[src/rtl/compare_sar_search.sv]
// Successive-approximation search controller. Drives probe values into an
// external magnitude comparator and resolves the comparator's B operand one
// bit at a time, MSB first, with an early exit on an exact match.
//
//   state  | meaning
//   -------+---------------------------------------------------------------
//   IDLE   | waiting for Start; DataA parked at 0
//   PROBE  | probe held on DataA, settle counter running, flags sampled at 0
//   FINISH | one-cycle Done pulse; Result/Error already valid
module compare_sar_search #(
  parameter int WIDTH  = 8,
  parameter int SETTLE = 1
) (
  input  logic             CLK,
  input  logic             RST,
  input  logic             Start,
  output logic [WIDTH-1:0] DataA,
  input  logic             QAEB,
  input  logic             QAGB,
  input  logic             QASB,
  output logic             Busy,
  output logic             Done,
  output logic [WIDTH-1:0] Result,
  output logic             Error
);

  localparam int IW = $clog2(WIDTH);

  typedef enum logic [1:0] {
    S_IDLE   = 2'd0,
    S_PROBE  = 2'd1,
    S_FINISH = 2'd2
  } state_t;

  state_t           state_q, state_d;
  logic [IW-1:0]    bit_q, bit_d;
  logic [WIDTH-1:0] trial_q, trial_d;
  logic [WIDTH-1:0] result_q, result_d;
  logic [3:0]       cnt_q, cnt_d;
  logic             error_q, error_d;

  logic [WIDTH-1:0] mask;
  logic [WIDTH-1:0] probe;
  logic [WIDTH-1:0] trial_next;

  // Current probe is the bits resolved so far plus the bit under test.
  assign mask       = {{(WIDTH-1){1'b0}}, 1'b1} << bit_q;
  assign probe      = trial_q | mask;
  // Probe below target means the tested bit belongs to the answer.
  assign trial_next = QASB ? probe : trial_q;

  // Next-state and datapath decisions; everything holds unless updated.
  always_comb begin
    state_d  = state_q;
    bit_d    = bit_q;
    trial_d  = trial_q;
    result_d = result_q;
    cnt_d    = cnt_q;
    error_d  = error_q;
    case (state_q)
      S_IDLE: begin
        if (Start) begin
          state_d = S_PROBE;
          bit_d   = IW'(WIDTH - 1);
          trial_d = '0;
          cnt_d   = 4'(SETTLE);
          error_d = 1'b0;
        end
      end
      S_PROBE: begin
        if (cnt_q != 4'd0) begin
          cnt_d = cnt_q - 4'd1;
        end else begin
          case ({QAEB, QAGB, QASB})
            3'b100: begin
              result_d = probe;
              state_d  = S_FINISH;
            end
            3'b010, 3'b001: begin
              if (bit_q == '0) begin
                result_d = trial_next;
                state_d  = S_FINISH;
              end else begin
                trial_d = trial_next;
                bit_d   = bit_q - IW'(1);
                cnt_d   = 4'(SETTLE);
              end
            end
            default: begin
              // No flag or conflicting flags: the comparator cannot be trusted.
              error_d  = 1'b1;
              result_d = '0;
              state_d  = S_FINISH;
            end
          endcase
        end
      end
      S_FINISH: state_d = S_IDLE;
      default:  state_d = S_IDLE;
    endcase
  end

  // State and datapath registers with synchronous reset.
  always_ff @(posedge CLK) begin
    if (RST) begin
      state_q  <= S_IDLE;
      bit_q    <= '0;
      trial_q  <= '0;
      result_q <= '0;
      cnt_q    <= '0;
      error_q  <= 1'b0;
    end else begin
      state_q  <= state_d;
      bit_q    <= bit_d;
      trial_q  <= trial_d;
      result_q <= result_d;
      cnt_q    <= cnt_d;
      error_q  <= error_d;
    end
  end

  assign Busy   = (state_q == S_PROBE);
  assign Done   = (state_q == S_FINISH);
  assign DataA  = Busy ? probe : '0;
  assign Result = result_q;
  assign Error  = error_q;

endmodule

[config.mk]
export PLATFORM = sky130hd
export DESIGN_NAME = compare_sar_search
export DESIGN_NICKNAME = d
export VERILOG_FILES = /design/src/rtl/compare_sar_search.sv
export SDC_FILE = /design/constraint.sdc
export NUM_CORES = 1
export LEC_CHECK = 0
export CORE_MARGIN = 8
export CORE_UTILIZATION = 47
export DETAILED_ROUTE_END_ITERATION = 10
export GPL_TIMING_DRIVEN = 0
export PLACE_DENSITY = 0.76
export SKIP_CTS_REPAIR_TIMING = 1
export SLEW_MARGIN = 25
export SYNTH_ARGS = -nofsm -noshare
export SYNTH_HDL_FRONTEND = slang
export SYNTH_SLANG_ARGS = --single-unit
[constraint.sdc]
create_clock -name CLK -period 1.7 [get_ports CLK]
set_input_delay 0.17 -clock CLK [delete_from_list [all_inputs] [get_ports CLK]]
set_output_delay 0.17 -clock CLK [all_outputs]
set_load 0.005 [all_outputs]
Word-level counts from Yosys, hierarchy flattened:

Index checks and enable logic that the tools add are counted.

* flip-flop bits (word level): 26
* latch bits: 0
* RAM bits: 0
* memory bits (read-only): 0
* bits of input ports: 6
* output and inout bits: 19
* logic and storage cells: 64
* memories kept: 0

* add/subtract/negate cells: 2
* $mul: 0
* divide/modulo/power cells: 0
* $lt $le $gt $ge: 0
* equal/unequal tests: 14
* shift operators: 1
* muxes and demuxes: 28
* bitwise operators: 2
* reduce and logical (&&, ||, !) cells: 11

Operators with widths (number)
* 2-to-1 mux 8 bit: 7
* case mux 8 bit (2 select lines): 2
* 2-to-1 mux 4 bit: 4
* 2-to-1 mux 3 bit: 4
* != test 2 bit (second input constant): 5
* 2-to-1 mux 2 bit: 4
* OR 8 bit: 1
* case mux 4 bit (2 select lines): 1
* AND reduction 4 bit: 2
* << shifter 1 x 3 -> 8 bit (first input constant): 1
* != test 3 bit (second input constant): 2
* case mux 3 bit (2 select lines): 1
* AND reduction 3 bit: 2
* AND reduction 5 bit: 1
* case mux 2 bit (2 select lines): 1
* nonzero test 4 bit: 1
* subtractor 4 x 1 -> 4 bit (second input constant): 1
* == test 3 x 1 -> 1 bit (second input constant): 1
* == test 3 x 2 -> 1 bit (second input constant): 1
* == test 3 bit (second input constant): 1
* zero test 3 bit: 1
* 2-to-1 mux 1 bit: 3
* != test 3 x 1 -> 1 bit (second input constant): 1
* OR reduction 3 bit: 1
* other kinds (9): 9

Longest topological paths before layout:

* depth in word-level cells: 7
* depth in mapped cells: 7
* depth with buffers taken out: 6

Worst setup path after synthesis:

Ideal clock, no wire load.

* path kind: register to register
* from: register bit_q[0]
* to: register cnt_q[2]
* library setup time: 0.103 ns
* arrival time: 1.611 ns
* setup slack: -0.015 ns
* cell stages (with the launch flop): 7
* buffers on the path: 0
* cell sequence: dfxtp_1 inv_1 ha_1 nand2b_1 nand3_2 a2111o_1 a2111oi_2

* cells in the longest elaborated chain, start to end: 3

Ends and longest elaborated chain
* from (decl): RTL line 36 `logic [IW-1:0] bit_q, bit_d;`
* from (signal assigned): RTL line 114 `bit_q <= bit_d;`
* zero test 3 bit: RTL line 80 `if (bit_q == '0) begin`
* != test 3 bit (no line)
* AND reduction 4 bit (no line)
* to (signal assigned): RTL line 117 `cnt_q <= cnt_d;`
* to (decl): RTL line 39 `logic [3:0] cnt_q, cnt_d;`

Every way passes these cells.
A chain may end at the register's enable or synchronous reset.

Final worst setup path:

* from: register bit_q[0]
* to: output DataA[7]

* cells in the longest elaborated chain, start to end: 3

Ends and longest elaborated chain
* << shifter 1 x 3 -> 8 bit: RTL line 47 `assign mask = {{(WIDTH-1){1'b0}}, 1'b1} << bit_q;`
* OR 8 bit: RTL line 48 `assign probe = trial_q | mask;`
* 2-to-1 mux 8 bit: RTL line 124 `assign DataA = Busy ? probe : '0;`
* to (decl): RTL line 17 `output logic [WIDTH-1:0] DataA,`

Every way passes these cells.

==> summary.txt <==
Critical path
  • CP arrival: 1690 ps
  • Cells along the critical path: ha_2 -> a21oi_1 -> nor2_1 -> clkdlybuf4s50_1
  • Crit Path Max Fanout: 4
  • Slowest cell on crit path: clkdlybuf4s50_1
  • Max stage delay on crit path: 510 ps
  • CP Class: flip-flop to primary output
  • CP delay by family, top: buffers and inverters
  • Critical Path RT: 1530 ps
  • CP startpoint kind: flip-flop
  • CP bufs+invs: 1
  • Crit. End Element: primary output

Placement
  • Port buffer count: 21
  • Placed cell area: 1670 µm²
  • Post-DP HPWL: 2.84 mm
  • Post-Place Cells: 218
  • GPL Wtd Cong: 0.864

Drt
  • Drt wl/cell: 18.4 µm
  • Via count: 1394
  • DR pass1 iterations: 4
  • Antenna Nets Post-Route: 0
  • Initial drt markers: 101
  • Wirelength, routed: 4.24 mm
  • Via density: 6.06
  • DRC: 0

STA
  • Max-slew violation count: 0
  • Final hold vios: 0
  • Tmin final: 1860 ps
  • RSZ-0062 raised after global routing: true
  • Fin worst setup slack: -160 ps
  • Setup violations, final: 14
  • Worst-margin pin slew: 573 ps
  • Final Cycle Share: 109%
  • Max Clock Freq: 538 MHz
  • Final clock skew: 2.38 ps
  • Slew HR: 61.7%

Global route
  • Largest net degree at the start of global routing: 15
  • Initial antenna violation count: 0
  • Global-route wire length before repair: 5.93 mm
  • Tot GR Track Use: 14.1%
  • Vias in the first global route: 1294
  • Total grt overflow: 0

Finish
  • Commonest non-fill, non-tap cell in the layout: nor2_1
  • Post-route non-filler standard cell count: 230
  • Share of post-route cells with drive strength above 1: 28.9%
  • Final Cell Area: 2000 µm²
  • Final #Nets: 211
  • Area growth from synthesis to layout: 41.3%
  • ANT cells: 0
  • Most frequent cells in the layout: 24 x nor2_1, 21 x dfxtp_1, 14 x nor3_1, 14 x clkdlybuf4s50_1, 10 x buf_4

CTS
  • Max clock buf depth: 2
  • CTS tree: done
  • Clock Pin Slew Worst Setup and Hold Paths: 140 ps
  • Worst skew pair latency: 330 ps
  • CTS Sinks: 26
  • Clock buffer count from CTS: 3
  • Clock Tree Root: clkbuf_4
  • H-tree levels: 1

Synth
  • Fraction of the yosys area taken by sequential cells: 36.8%
  • Yosys reg bits: 26
  • Mean Syn Cell Area: 8.62 µm²
  • Synth Instances: 164
  • Mapped Nets: 177
  • Yosys warns: 0
  • Yosys cell types: 37
  • FFs w/ async S/R, synth: 0%
  • Top_reg_cell synth: dfxtp_1
  • Synthesized area: 1410 µm²
  • Number of enable flip-flop cells after synthesis: 0

Die
  • FP Rows: 20
  • Io pins: 25
  • Die Area: 5020 µm²
  • Core Footprint: 2950 µm²
  • Die width: 70.8 µm
  • Die Y: 70.8 µm
  • Starting Density: 47.9%

Run status
  • Failing checks: setup timing
  • Status: finished, violations left

Power
  • Leak pwr: 0.806 nW
  • Power after layout: 2.14 mW
  • Seq pwr share: 37.7%
  • Comb power frac: 47.1%
  • P per Cell Area: 1070 nW/µm²
  • P_sw: 0.806 mW
  • VDD IR max: 648 µV
  • Cell Int Power: 1.33 mW
  • Clk pwr share: 15.2%
  • Sw Ratio: 37.7%

Job
  • MaxCap Viol Count: 0

Min path
  • Tightest Hold Check Type: input port to flip-flop
==> Yosys cell counts (2+ instances only) <==
cell,n,area [µm²]
xnor2_1,2,17.5
o21ai_0,4,20.0
nand2_1,4,15.0
a21oi_1,14,70.1
nor4_1,2,12.5
buf_4,2,15.0
dfxtp_1,26,521
clkbuf_1,3,11.3
a211oi_1,6,45.0
and2_1,2,12.5
nor2_1,24,90.1
ha_1,7,87.6
buf_2,3,15.0
nand2b_1,7,43.8
nand3b_1,3,22.5
nor3_1,15,75.1
inv_1,9,33.8
a22o_1,7,61.3
a311oi_1,6,52.6
==> stage by stage <==
stage | setup slack [ps] | setup TNS, ps | util [%] | hold WS (ps)
4_1_cts | -544 | -6830 | 57.7 | 243
3_3_place_gp | -157 | -1530 | 56.4 | 458
5_1_grt | -224 | -2210 | 67.7 | 257
3_5_place_dp | -218 | -2640 | 56.4 | 470
2_1_floorplan | 33.5 | 0 | - | 441
6_report | -160 | -1080 | 67.7 | 255
==> worst reg2reg max path, cell delays in order, from the launching register on <==
cell and delay, ps:
dfxtp_4 400, inv_4 90, ha_4 180, buf_4 120, nor2b_1 350, nor3_1 120
a311oi_1 370, a311oi_1 100
==> cell type report <==
cell class                      instances  area, µm²
Clock buffer                            4       36.3
Tap cell                               33       41.3
Multi-Input combinational cell        120        982
Fill cell                             228        955
Sequential cell                        26        537
Timing Repair Buffer                   30        299
Buffer                                  8       57.6
Inverter                                9       45.0
==> path summary, 6_finish.rpt <==
| path | slack [ps] | depth (start not counted) | start | end |
|---|---|---|---|---|
| worst max-delay path | -160 | 4 | bit_q[0] | DataA[7] |
| worst min-delay path | 260 | 4 | QASB | Result[1] |
| worst max register to register | -140 | 7 | bit_q[1] | bit_q[2] |
| worst min register to register | 510 | 1 | trial_q[0] | trial_q[0] |
==> flip-flops by register name (all words and copies together) (netlist names) <==
| register | count |
|---|---|
| state_q | 2 |
| Error | 1 |
| bit_q | 3 |
| Result | 8 |
| trial_q | 8 |
| cnt_q | 4 |
==> power by group through the flow <==
stage	clock network, mW	logic (mW)	registers [mW]
finish	0.325	1.01	0.805
global route	0.349	1.07	0.818
CTS	0.325	0.760	0.773
detailed placement	0	0.757	0.786
global placement	0	0.722	0.778
floorplan	0	0.490	0.778
==> per-layer routing <==
| metal | vias to the layer above | global-route usage [%] | wire [µm] |
|---|---|---|---|
| li1 | 663 | - | - |
| met1 | 678 | 17.5 | 1800 |
| met2 | 45 | 22.5 | 2150 |
| met3 | 8 | 4.38 | 236 |
| met4 | 0 | 4.62 | 51 |
| met5 | - | 0 | 0 |
==> cell families after synthesis <==
family                     Yosys count  synth area share (%)
adders and majority gates            7                  6.19
AOI/OAI and AO/OA                   45                  23.4
xor gates and xnor gates             3                  3.19
DFF                                 26                  36.8
and+or+nand+nor                     65                  24.3
buffers and inverters               18                  6.11
No activity file was read; power rests on OpenSTA's default activity.
